### src/rtl/regfile_weight_loader_if.sv
// Write-port bus for the weight loader: CPU writeback request, weight stream, and register-file write port.
// The slave modport is the loader's view; the master modport drives it from the other side.
interface regfile_weight_loader_if;
    logic        cpu_we_i;
    logic [4:0]  cpu_addr_i;
    logic [31:0] cpu_data_i;
    logic [3:0]  cpu_pos_i;
    logic        stall_o;
    logic        ld_valid_i;
    logic [31:0] ld_data_i;
    logic        ld_ready_o;
    logic [4:0]  RDaddr_o;
    logic [31:0] RDdata_o;
    logic        RegWrite_o;
    logic [3:0]  is_pos_o;

    modport slave (
        input  cpu_we_i, cpu_addr_i, cpu_data_i, cpu_pos_i, ld_valid_i, ld_data_i,
        output stall_o, ld_ready_o, RDaddr_o, RDdata_o, RegWrite_o, is_pos_o
    );

    modport master (
        output cpu_we_i, cpu_addr_i, cpu_data_i, cpu_pos_i, ld_valid_i, ld_data_i,
        input  stall_o, ld_ready_o, RDaddr_o, RDdata_o, RegWrite_o, is_pos_o
    );
endinterface

### src/rtl/regfile_weight_loader.sv
// Shares the register-file write port between CPU writeback (priority) and a streaming weight-row loader.
// Optional REGFILE_LOADER_ABORT_EN adds abort_i to cancel a load in progress.
module regfile_weight_loader #(
    parameter int WEIGHT_SIZE = 4,
    parameter int BASE_ADDR   = 12
) (
    input  logic                               clk_i,
    input  logic                               reset,
    input  logic                               start_i,
`ifdef REGFILE_LOADER_ABORT_EN
    input  logic                               abort_i,
`endif
    regfile_weight_loader_if.slave             bus,
    output logic                               busy_o,
    output logic                               done_o,
    output logic [$clog2(WEIGHT_SIZE+1)-1:0]   row_cnt_o
);
    localparam int             CW     = $clog2(WEIGHT_SIZE + 1);
    localparam logic [5:0]     WIN_LO = 6'(BASE_ADDR);
    localparam logic [5:0]     WIN_HI = 6'(BASE_ADDR + WEIGHT_SIZE);
    localparam logic [CW-1:0]  LAST   = CW'(WEIGHT_SIZE - 1);

    typedef enum logic [1:0] {IDLE, LOAD, DONE} state_e;

    state_e        state_q, state_d;
    logic [CW-1:0] row_cnt_q, row_cnt_d;
    logic          we_q, we_d;
    logic [4:0]    addr_q, addr_d;
    logic [31:0]   data_q, data_d;
    logic [3:0]    pos_q, pos_d;

    logic in_win, stall, cpu_fwd, abort_act, ld_ready, beat;

    assign in_win = ({1'b0, bus.cpu_addr_i} >= WIN_LO) && ({1'b0, bus.cpu_addr_i} < WIN_HI);
    assign stall  = bus.cpu_we_i && (state_q != IDLE) && in_win;
    assign cpu_fwd = bus.cpu_we_i && !stall;

`ifdef REGFILE_LOADER_ABORT_EN
    assign abort_act = (state_q == LOAD) && abort_i;
`else
    assign abort_act = 1'b0;
`endif

    // Only a forwarded CPU write takes the port; a stalled in-window write must not
    // block the loader, otherwise the stall could never clear.
    assign ld_ready = (state_q == LOAD) && !cpu_fwd && !abort_act;
    assign beat     = bus.ld_valid_i && ld_ready;

    always_comb begin
        state_d   = state_q;
        row_cnt_d = row_cnt_q;
        we_d      = 1'b0;
        addr_d    = addr_q;
        data_d    = data_q;
        pos_d     = pos_q;

        unique case (state_q)
            IDLE: if (start_i) begin
                state_d   = LOAD;
                row_cnt_d = '0;
            end
            LOAD: if (abort_act) begin
                state_d   = IDLE;
                row_cnt_d = '0;
            end else if (beat) begin
                row_cnt_d = row_cnt_q + CW'(1);
                if (row_cnt_q == LAST) state_d = DONE;
            end
            DONE: state_d = IDLE;
            default: state_d = IDLE;
        endcase

        if (cpu_fwd) begin
            we_d   = 1'b1;
            addr_d = bus.cpu_addr_i;
            data_d = bus.cpu_data_i;
            pos_d  = bus.cpu_pos_i;
        end else if (beat) begin
            we_d   = 1'b1;
            addr_d = 5'(BASE_ADDR) + 5'(row_cnt_q);
            data_d = bus.ld_data_i;
            pos_d  = 4'b0;
        end
    end

    always_ff @(posedge clk_i or posedge reset) begin
        if (reset) begin
            state_q   <= IDLE;
            row_cnt_q <= '0;
            we_q      <= 1'b0;
            addr_q    <= '0;
            data_q    <= '0;
            pos_q     <= '0;
        end else begin
            state_q   <= state_d;
            row_cnt_q <= row_cnt_d;
            we_q      <= we_d;
            addr_q    <= addr_d;
            data_q    <= data_d;
            pos_q     <= pos_d;
        end
    end

    assign bus.stall_o    = stall;
    assign bus.ld_ready_o = ld_ready;
    assign bus.RegWrite_o = we_q;
    assign bus.RDaddr_o   = addr_q;
    assign bus.RDdata_o   = data_q;
    assign bus.is_pos_o   = pos_q;
    assign busy_o         = (state_q != IDLE);
    assign done_o         = (state_q == DONE);
    assign row_cnt_o      = row_cnt_q;
endmodule

### src/flat_wrapper.sv
// flat-port wrapper written by rule: the top's interface ports become plain ports
module regfile_weight_loader_flat 
#(
    parameter int WEIGHT_SIZE = 4,
    parameter int BASE_ADDR   = 12
)
  (clk_i, reset, start_i, busy_o, done_o, row_cnt_o, bus_cpu_we_i, bus_cpu_addr_i, bus_cpu_data_i, bus_cpu_pos_i, bus_ld_valid_i, bus_ld_data_i, bus_stall_o, bus_ld_ready_o, bus_RDaddr_o, bus_RDdata_o, bus_RegWrite_o, bus_is_pos_o);
  regfile_weight_loader_if bus_i ();
  input  logic clk_i;
  input  logic reset;
  input  logic start_i;
  output logic busy_o;
  output logic done_o;
  output logic [$clog2(WEIGHT_SIZE+1)-1:0] row_cnt_o;
  input wire logic [$bits(bus_i.cpu_we_i)-1:0] bus_cpu_we_i;
  input wire logic [$bits(bus_i.cpu_addr_i)-1:0] bus_cpu_addr_i;
  input wire logic [$bits(bus_i.cpu_data_i)-1:0] bus_cpu_data_i;
  input wire logic [$bits(bus_i.cpu_pos_i)-1:0] bus_cpu_pos_i;
  input wire logic [$bits(bus_i.ld_valid_i)-1:0] bus_ld_valid_i;
  input wire logic [$bits(bus_i.ld_data_i)-1:0] bus_ld_data_i;
  output wire logic [$bits(bus_i.stall_o)-1:0] bus_stall_o;
  output wire logic [$bits(bus_i.ld_ready_o)-1:0] bus_ld_ready_o;
  output wire logic [$bits(bus_i.RDaddr_o)-1:0] bus_RDaddr_o;
  output wire logic [$bits(bus_i.RDdata_o)-1:0] bus_RDdata_o;
  output wire logic [$bits(bus_i.RegWrite_o)-1:0] bus_RegWrite_o;
  output wire logic [$bits(bus_i.is_pos_o)-1:0] bus_is_pos_o;
  assign bus_i.cpu_we_i = bus_cpu_we_i;
  assign bus_i.cpu_addr_i = bus_cpu_addr_i;
  assign bus_i.cpu_data_i = bus_cpu_data_i;
  assign bus_i.cpu_pos_i = bus_cpu_pos_i;
  assign bus_i.ld_valid_i = bus_ld_valid_i;
  assign bus_i.ld_data_i = bus_ld_data_i;
  assign bus_stall_o = bus_i.stall_o;
  assign bus_ld_ready_o = bus_i.ld_ready_o;
  assign bus_RDaddr_o = bus_i.RDaddr_o;
  assign bus_RDdata_o = bus_i.RDdata_o;
  assign bus_RegWrite_o = bus_i.RegWrite_o;
  assign bus_is_pos_o = bus_i.is_pos_o;
  regfile_weight_loader #(.WEIGHT_SIZE(WEIGHT_SIZE), .BASE_ADDR(BASE_ADDR)) u_core (.clk_i(clk_i), .reset(reset), .start_i(start_i), .bus(bus_i), .busy_o(busy_o), .done_o(done_o), .row_cnt_o(row_cnt_o));
endmodule
### config.mk
export PLATFORM = sky130hd
export DESIGN_NAME = regfile_weight_loader_flat
export DESIGN_NICKNAME = d
export VERILOG_FILES = /design/src/rtl/regfile_weight_loader_if.sv /design/src/rtl/regfile_weight_loader.sv /design/src/flat_wrapper.sv
export SDC_FILE = /design/constraint.sdc
export NUM_CORES = 1
export LEC_CHECK = 0
export BUFFER_PORTS_ARGS = -buffer_cell sky130_fd_sc_hd__buf_2
export CORE_MARGIN = 10
export CORE_UTILIZATION = 48
export CTS_BUF_LIST = sky130_fd_sc_hd__clkbuf_16
export CTS_CLUSTER_SIZE = 30
export DETAILED_ROUTE_END_ITERATION = 10
export GPL_TIMING_DRIVEN = 0
export PLACE_DENSITY = 0.84
export RECOVER_POWER = 100
export SYNTH_ARGS = -nofsm -noshare
export SYNTH_HDL_FRONTEND = slang
export SYNTH_SLANG_ARGS = --single-unit
### constraint.sdc
create_clock -name clk_i -period 3.2 [get_ports clk_i]
set_input_delay 0.48 -clock clk_i [delete_from_list [all_inputs] [get_ports clk_i]]
set_output_delay 0.48 -clock clk_i [all_outputs]
set_load 0.05 [all_outputs]
==> key figures <==
Clock tree
  – Root buf cell: clkbuf_16
  – Max clock buf depth: 2
  – Clock latency on the worst-skew pair: 290 ps
  – H-tree levels: 2
  – Clock slew at reported path FFs: 60 ps
  – Cts hold-fix bufs: 0
  – Post-CTS Setup Inserts: 0
  – Clock sinks: 47
  – TritonCTS Buffers: 5
  – CTS tree: yes
  – PostCTS Resize Cnt: 0

Critical path
  – Critical Path, Cell by Cell: nor2_1 -> clkinv_1 -> a41oi_1 -> buf_12 -> buf_6 -> nor2_1 -> clkbuf_1
  – RR Endpoint: u_core.bus.RDdata_o[2]$_DFFE_PP0P_
  – Critical path class: register to output pin
  – R2R Setup Slk: 1130 ps
  – CP max stage delay: 430 ps
  – Slowest CP cell: a41oi_1
  – Buffers & Inverters on Critical Path: 4
  – FF-to-FF path depth: 6
  – Crit path launch: u_core.state_q[0]$_DFFE_PP0P_
  – Worst setup EP type: output pin
  – CP startpoint kind: register
  – Required time of the critical path: 2720 ps
  – WP data arrival: 2130 ps
  – Top cell by count, worst path: nor2_1
  – Kind of cell adding the most delay to the critical path: buffers and inverters
  – Max Fanout on Critical Path: 10
  – Worst r2r src: u_core.state_q[0]$_DFFE_PP0P_

Synthesis
  – Synth area leader: dfrtp_1
  – Syn_area_per_cell: 11.1 um2
  – Post-synth top cells: nand2_1, dfrtp_1, mux2i_1, o21ai_2, o21ai_1
  – Main synth FF type: dfrtp_1
  – Top cells by area, synth: dfrtp_1, mux2i_1, o21ai_2
  – Synth cell types: 28
  – Ys async rst share: 100%
  – Post-synth net total: 295
  – Most numerous cell in the Yosys netlist: nand2_1
  – Syn Inst Count: 215
  – Synth top area share: 49.4%
  – Sequential area share after synthesis: 49.4%
  – Mapped Area: 2380 um2
  – Synth warn: 0
  – Flops & latches, synth: 47
  – Post-synth EDFFs: 0

Die
  – Starting Density: 50.1%
  – # rows: 25
  – Die height: 90.4 um
  – Die area: 8170 um2
  – Die W: 90.4 um
  – Io pins: 127
  – Core area: 4750 um2

Worst hold path
  – Type of the most critical hold path: input pin to asynchronous set/reset pin

Timing
  – Slew Viols, Final: 0
  – Max Fclk: 383 MHz
  – RSZ-0062 raised after global routing: false
  – Setup TNS: 0 ps
  – Crit path time final: 2610 ps
  – Worst rel slew slack: 8.03%
  – Crit share post-route: 81.5%
  – Setup Viol. Count Final: 0
  – Final Hold Vio Count: 0
  – Slew @ Worst Pin: 1380 ps
  – Clock skew: 5.34 ps

Cells and area
  – N_diodes: 0
  – Fillcell total: 464
  – Multi-input logic area: 917 um2
  – Design Area, Final: 3020 um2
  – Area Growth Syn to Fin: 27.1%
  – FF+latch area: 1180 um2
  – Final Util: 63.6%
  – Layout cells sized above 1: 28.7%
  – Nets: 429

Route
  – Drt pass-1 iters: 4
  – Drt first-iter violations: 79
  – Vias per cell: 4.91
  – WL/cell: 16.5 um
  – DRC: 0
  – Vias after detailed routing: 2041
  – Routed wire length: 6880 um
  – Final ANT Viol Nets: 0

Global route
  – First-pass GRT wire length: 11200 um
  – Vias in the first global route: 2219
  – Largest net degree at the start of global routing: 26
  – Gr usage total: 16.5%
  – GR Overflow Total: 0
  – Initial antenna violation count: 0

Place
  – Placer Congestion: 0.717
  – Area after DPL: 3110 um2
  – PortBufs: 126
  – Post-DP HPWL: 5540 um

Job
  – Max_cap viols: 0

Power and ir drop
  – Worst vdd ir: 0.355 mV
  – P per Cell Area: 782 nW/um2
  – Pleak: 1.55 nW

Run status
  – Outcome: finished clean
==> how the worst max path moves through the flow <==
stage                                     endpoint  slack [ps]  cells past startpoint
2_1_floorplan                          bus_stall_o         870                      4
3_3_place_gp   u_core.bus.RDdata_o[22]$_DFFE_PP0P_        1000                      2
3_5_place_dp                        bus_ld_ready_o        1170                      7
4_1_cts                             bus_ld_ready_o         910                      7
5_1_grt                             bus_ld_ready_o         410                      7
6_report                            bus_ld_ready_o         590                      7
==> per-layer routing <==
layer	global-route usage, %	up-vias	share of wire, %
met1	19.3	970	42
li1	-	1001	-
met5	0	-	0
met4	4.38	0	1.0
met2	29.2	64	53
met3	4.16	6	4.8
==> sequential cells by signal, summed over array words and instances, names as in the netlist <==
| signal | count |
|---|---|
| u_core.row_cnt_o | 3 |
| u_core.bus.RegWrite_o | 1 |
| u_core.bus.RDaddr_o | 5 |
| u_core.state_q | 2 |
| u_core.bus.RDdata_o | 32 |
| u_core.bus.is_pos_o | 4 |
==> per-stage QoR <==
stage | hold slack (ps) | std cells | setup WS [ps] | power (mW)
final | 368 | 416 | 591 | 2.37
after global routing | 404 | 416 | 412 | 2.49
after CTS | 241 | 416 | 909 | 2.50
after detailed placement | 519 | 409 | 1170 | 2.01
after global placement | 507 | 408 | 995 | 1.97
after floorplan | 571 | 215 | 875 | 1.70
==> power by group <==
part	total (mW)	switching, mW	internal [mW]
Combinational	1.07	0.798	0.273
Sequential	0.805	0.0819	0.723
Clock	0.489	0.209	0.281
==> placed cells by master (no fill, tap or decap), types with 2 or more instances in the layout <==
cell,instances
a21oi_1,3
buf_2,77
buf_8,2
clkbuf_1,56
clkbuf_16,5
clkbuf_4,3
clkinv_1,2
dfrtp_1,47
ha_1,2
inv_1,6
mux2i_1,37
nand2_1,48
nand2b_1,2
nor2_1,5
nor3_1,2
o21ai_0,33
o21ai_2,7
==> final cells by class <==
cell class                      instances  area share (%)
Tap cell                               67            2.77
Clock buffer                            5            4.14
Inverter                                7           0.869
Buffer                                 14            3.76
Timing Repair Buffer                  127            18.9
Sequential cell                        47            38.9
Multi-Input combinational cell        147            30.3
Clock inverter                          2           0.290
==> kinds of logic (layout without fill, tap and decap cells) <==
kind of cell             Yosys count  count (layout)  synth area share, %
AND/OR/NAND/NOR                   62              62                 10.9
flip-flops                        47              47                 49.4
AO/OA/AOI/OAI                     46              46                 15.5
multiplexers                      37              37                 15.6
buffers and inverters             21             155                 7.52
adder cells (fa/ha/maj)            2               2                 1.05
Power figures use the tool's default switching activity.
